===== src/rtl/i2c_mon_fmt_pkg.sv =====
// Shared constants and the hex-digit helper for the I2C monitor ASCII formatter.
package i2c_mon_fmt_pkg;

   localparam logic [1:0] EV_START     = 2'd0;
   localparam logic [1:0] EV_STOP      = 2'd1;
   localparam logic [1:0] EV_DATA_ACK  = 2'd2;
   localparam logic [1:0] EV_DATA_NACK = 2'd3;

   localparam logic [7:0] CH_S     = 8'h53;
   localparam logic [7:0] CH_P     = 8'h50;
   localparam logic [7:0] CH_SP    = 8'h20;
   localparam logic [7:0] CH_CR    = 8'h0D;
   localparam logic [7:0] CH_LF    = 8'h0A;
   localparam logic [7:0] CH_PLUS  = 8'h2B;
   localparam logic [7:0] CH_MINUS = 8'h2D;

   typedef enum logic [3:0] {
      ST_IDLE = 4'd0,
      ST_S_CH = 4'd1,
      ST_SP   = 4'd2,
      ST_WCR  = 4'd3,
      ST_WLF  = 4'd4,
      ST_HI   = 4'd5,
      ST_LO   = 4'd6,
      ST_MARK = 4'd7,
      ST_P_CH = 4'd8,
      ST_CR   = 4'd9,
      ST_LF   = 4'd10
   } state_e;

   function automatic logic [7:0] hex_ascii(input logic [3:0] nib);
      logic [7:0] wide;
      wide = {4'd0, nib};
      if (nib < 4'd10) begin
         hex_ascii = 8'h30 + wide;
      end else begin
         hex_ascii = 8'h41 + (wide - 8'd10);
      end
   endfunction

endpackage


===== src/rtl/i2c_mon_ascii_fmt.sv =====
// Formats I2C monitor events as ASCII text, one character per cycle, into the UART tx FIFO.
// Backpressure reaches the event source only through ev_ready.
module i2c_mon_ascii_fmt
   import i2c_mon_fmt_pkg::*;
#(
   parameter int unsigned LINE_MAX = 16
) (
   input  logic       clk,
   input  logic       reset,
   input  logic       ev_valid,
   output logic       ev_ready,
   input  logic [1:0] ev_type,
   input  logic [7:0] ev_data,
   input  logic       tx_fifo_full,
   output logic       tx_fifo_we,
   output logic [7:0] tx_fifo_wr_data,
   output logic       busy
);

   localparam logic [7:0] LINE_MAX_C = LINE_MAX[7:0];

   state_e     state_q, state_d, nxt_s;
   logic [7:0] line_cnt_q, line_cnt_d;
   logic [1:0] type_q, type_d;
   logic [7:0] byte_q, byte_d;
   logic       emit_s;
   logic [7:0] char_s;
   logic       is_data_s;

   assign is_data_s       = (type_q == EV_DATA_ACK) || (type_q == EV_DATA_NACK);
   assign ev_ready        = (state_q == ST_IDLE);
   assign busy            = (state_q != ST_IDLE);
   assign tx_fifo_we      = emit_s && !tx_fifo_full;
   assign tx_fifo_wr_data = char_s;

   // Character decode and successor state for every emit state.
   always_comb begin
      emit_s = 1'b1;
      char_s = 8'h00;
      nxt_s  = ST_IDLE;
      case (state_q)
         ST_IDLE: begin
            emit_s = 1'b0;
            if (ev_type == EV_START) begin
               nxt_s = ST_S_CH;
            end else if (ev_type == EV_STOP) begin
               nxt_s = ST_P_CH;
            end else if (line_cnt_q == LINE_MAX_C) begin
               nxt_s = ST_WCR;
            end else begin
               nxt_s = ST_HI;
            end
         end
         ST_S_CH: begin char_s = CH_S;                 nxt_s = ST_SP;   end
         ST_SP:   begin char_s = CH_SP;                nxt_s = ST_IDLE; end
         ST_WCR:  begin char_s = CH_CR;                nxt_s = ST_WLF;  end
         ST_WLF:  begin char_s = CH_LF;                nxt_s = ST_HI;   end
         ST_HI:   begin char_s = hex_ascii(byte_q[7:4]); nxt_s = ST_LO; end
         ST_LO:   begin char_s = hex_ascii(byte_q[3:0]); nxt_s = ST_MARK; end
         ST_MARK: begin
            char_s = (type_q == EV_DATA_NACK) ? CH_MINUS : CH_PLUS;
            nxt_s  = ST_SP;
         end
         ST_P_CH: begin char_s = CH_P;                 nxt_s = ST_CR;   end
         ST_CR:   begin char_s = CH_CR;                nxt_s = ST_LF;   end
         ST_LF:   begin char_s = CH_LF;                nxt_s = ST_IDLE; end
         default: begin emit_s = 1'b0;                 nxt_s = ST_IDLE; end
      endcase
   end

   // Next-state, held-event and line-counter updates; emit states move only on a write.
   always_comb begin
      state_d    = state_q;
      line_cnt_d = line_cnt_q;
      type_d     = type_q;
      byte_d     = byte_q;
      if (state_q == ST_IDLE) begin
         if (ev_valid) begin
            state_d = nxt_s;
            type_d  = ev_type;
            byte_d  = ev_data;
         end else begin
            state_d = ST_IDLE;
         end
      end else if (tx_fifo_we || !emit_s) begin
         state_d = nxt_s;
      end else begin
         state_d = state_q;
      end

      if (tx_fifo_we && ((state_q == ST_WLF) || (state_q == ST_LF))) begin
         line_cnt_d = 8'd0;
      end else if (tx_fifo_we && (state_q == ST_SP) && is_data_s) begin
         line_cnt_d = line_cnt_q + 8'd1;
      end else begin
         line_cnt_d = line_cnt_q;
      end
   end

   // State registers with synchronous reset.
   always_ff @(posedge clk) begin
      if (reset) begin
         state_q    <= ST_IDLE;
         line_cnt_q <= 8'd0;
         type_q     <= 2'd0;
         byte_q     <= 8'd0;
      end else begin
         state_q    <= state_d;
         line_cnt_q <= line_cnt_d;
         type_q     <= type_d;
         byte_q     <= byte_d;
      end
   end

endmodule


===== config.mk =====
export PLATFORM = sky130hd
export DESIGN_NAME = i2c_mon_ascii_fmt
export DESIGN_NICKNAME = d
export VERILOG_FILES = /design/src/rtl/i2c_mon_fmt_pkg.sv /design/src/rtl/i2c_mon_ascii_fmt.sv
export SDC_FILE = /design/constraint.sdc
export NUM_CORES = 1
export LEC_CHECK = 0
export CAP_MARGIN = 20
export CORE_ASPECT_RATIO = 1.2
export CORE_MARGIN = 1.5
export CORE_UTILIZATION = 58
export CTS_CLUSTER_SIZE = 30
export DETAILED_ROUTE_END_ITERATION = 10
export PLACE_DENSITY = 0.85
export SETUP_SLACK_MARGIN = 0.15
export SLEW_MARGIN = 20
export SYNTH_ARGS = -nofsm -noshare
export SYNTH_HDL_FRONTEND = slang
export SYNTH_SLANG_ARGS = --single-unit

===== constraint.sdc =====
create_clock -name clk -period 5.3 [get_ports clk]
set_clock_uncertainty 0.15 [all_clocks]
set_input_delay 0.53 -clock clk [delete_from_list [all_inputs] [get_ports clk]]
set_output_delay 0.53 -clock clk [all_outputs]
set_load 0.03 [all_outputs]

==> flow_summary.json <==
{
  "status": "completed",
  "hold_violations": 0,
  "crit_fanout": 8,
  "cts-htree-levels": 1,
  "firstDrtPassIters": 4,
  "fp.dieArea_um2": 3190,
  "synth-compound-area-share_pct": 23.8,
  "dp_slack_ns": 2.14,
  "viasPerCell": 5.96,
  "yosysWarningCount": 0,
  "syn_to_final_growth_pct": 16.3,
  "synthAdderAreaFrac_pct": 7.55,
  "synth.distinct_cells": 50,
  "synth_top_family_by_area": "simple AND/OR/NAND/NOR gates",
  "post-route-util_pct": 69.9,
  "syn-cell-area_um2": 1660,
  "rows": 21,
  "postSynthAreaPerCell_um2": 7.54,
  "ys_ff_latch": 22,
  "n_fill_cell": 236,
  "synth_commonest_cells": "25 x a21oi_1, 24 x nand2_1, 22 x dfxtp_1",
  "place.gp.congestion": 0.914,
  "min_path_cells": 2,
  "p_total_mw": 1.06,
  "clk_pin_slew_ns": 0.13,
  "critPathKind": "flop to output pin",
  "hold_slack_ns": 0.326,
  "chipHeight_um": 61.6,
  "async_flop_share_pct": 0,
  "setup-violations-final": 0,
  "fmax_mhz": 283,
  "arrival_ns": 2.85,
  "cap_violations": 0,
  "ir_worst_vdd_mv": 0.440,
  "syn_inst": 220,
  "routedWlPerCell_um": 14.7,
  "dp_hpwl_mm": 2.74,
  "wl_mm": 3.95,
  "hold_buffers": 0,
  "worst_ep_required_time_ns": 4.62,
  "core_um2": 2760,
  "cts.sinks": 22,
  "cp-start-kind": "flop",
  "setup_ws_ns": 1.77,
  "ios": 25,
  "p_per_area_nw_per_um2": 550,
  "grt_max_degree": 25,
  "fin_crit_sh_pct": 66.6,
  "ctsResizeCount": 0,
  "initial_core_util_pct": 60.1,
  "synth_top_area_share_pct": 26.6,
  "postRouteAntennaNets": 0,
  "worst_slew_pin_slew_ns": 1.00,
  "antenna_found_initial": 0,
  "reg2regPathDepth": 4,
  "rsz0062_at_grt": "no",
  "nNetsFinal": 259,
  "cts_buffers": 3,
  "clk_latency_ns": 0.32,
  "track_usage_pct": 25.3,
  "tns_ns": 0,
  "worstSetupEndpointType": "output pin",
  "num_antenna_cells": 0,
  "grt_pass1_wl_mm": 6.06,
  "synthMuxAreaShare_pct": 1.28,
  "maxSlewViolCount": 0,
  "root_buffer": "clkbuf_4",
  "fp.dieW_um": 51.8,
  "hold_class": "flop to flop",
  "grt-ovfl-total": 0,
  "cts_tree": "built",
  "clockBufferDepth": 2,
  "synth_xor_area_share_pct": 6.87,
  "seq_area_frac_synth_pct": 26.6,
  "grt_pass1_vias": 1395,
  "yosys.area_share.simple_pct": 27.2,
  "synth-edff-count": 0,
  "synth_top_area_cell": "dfxtp_1",
  "post-cts-setup-buffer-count": 0,
  "drc": 0,
  "dr_total_vias": 1598,
  "synth_area_leaders": "dfxtp_1 27%, a21oi_1 7.5%, ha_1 7.5%",
  "synth_most_common_cell": "a21oi_1",
  "relSlewSlack_pct": 32.4,
  "syn_nets": 244,
  "port_buffers": 23,
  "leakagePower_nw": 0.717,
  "drive_gt1_share_pct": 4.70,
  "drtIter0Drc": 43,
  "period_needed_ns": 3.53,
  "synth-main-ff-cell": "dfxtp_1"
}
==> sequential cells by signal, indices dropped and copies added, names as in the netlist <==
name        cells
state_q         4
line_cnt_q      8
type_q          2
byte_q          8
==> layout make-up <==
| class | count | area, µm² | share of cell area (%) |
|---|---|---|---|
| Sequential cell | 22 | 440 | 22.8 |
| Clock inverter | 1 | 30.0 | 1.56 |
| Inverter | 14 | 52.6 | 2.73 |
| Clock buffer | 3 | 22.5 | 1.17 |
| Tap cell | 34 | 42.5 | 2.21 |
| Timing Repair Buffer | 23 | 230 | 11.9 |
| Multi-Input combinational cell | 171 | 1110 | 57.6 |
==> report_power, final <==
group / switching, mW / internal (mW) / total (mW)
sequential: 0.0923 / 0.196 / 0.288
combinational: 0.366 / 0.273 / 0.639
clock: 0.0563 / 0.0765 / 0.133
total: 0.515 / 0.545 / 1.06
==> worst paths after layout <==
path	start	endpoint	slack, ns
min	byte_q[2]	byte_q[2]	0.33
max reg2reg	state_q[2]	line_cnt_q[4]	2.63
max	byte_q[1]	tx_fifo_wr_data[1]	1.77
min reg2reg	byte_q[2]	byte_q[2]	0.33
==> layout by cell type, fill, tap and decap left out, drive strengths merged, types with 2 or more instances in the layout <==
cell type,synthesis,final
a211o,2,2
a211oi,2,2
a21oi,25,25
a22o,7,7
a31o,2,2
and3,3,3
clkbuf,9,3
clkdlybuf4s50,0,23
dfxtp,22,22
ha,10,10
inv,14,14
nand2,24,24
nand2b,4,4
nand3,17,17
nand3b,2,2
nand4,4,4
nor2,12,12
nor2b,2,2
nor4,2,2
o211ai,2,2
o21ai,11,11
o31ai,3,3
or3,2,2
or4,2,2
xnor2,3,3
xor2,10,10
==> stage by stage <==
step,instances,area (µm²)
after CTS,268,1930
after floorplan,220,1660
final,268,1930
after global placement,264,1880
after global routing,268,1930
after detailed placement,264,1880
==> critical path, stage by stage (launching register included) <==
cell and delay (ns):
dfxtp_1 0.39, inv_1 0.09, ha_1 0.20, inv_1 0.05, ha_1 0.28, mux2_2 0.38, o2111a_1 0.23, o21ai_0 0.16
o31ai_1 0.11, clkdlybuf4s50_1 0.63
==> logic make-up after synthesis <==
logic type | count (synthesis)
multiplexers | 2
other | 1
buffers and inverters | 27
flip-flops | 22
adder cells (fa/ha/maj) | 10
XOR/XNOR | 13
AND/OR/NAND/NOR | 83
AO/OA/AOI/OAI | 62
==> per-layer routing <==
layer | global-route usage (%) | share of wire [%]
met5 | 0 | 0
met4 | 10.2 | 1.6
met3 | 2.67 | 3.0
met2 | 42.1 | 48
met1 | 33.6 | 47
No activity file was read; power rests on OpenSTA's default activity.
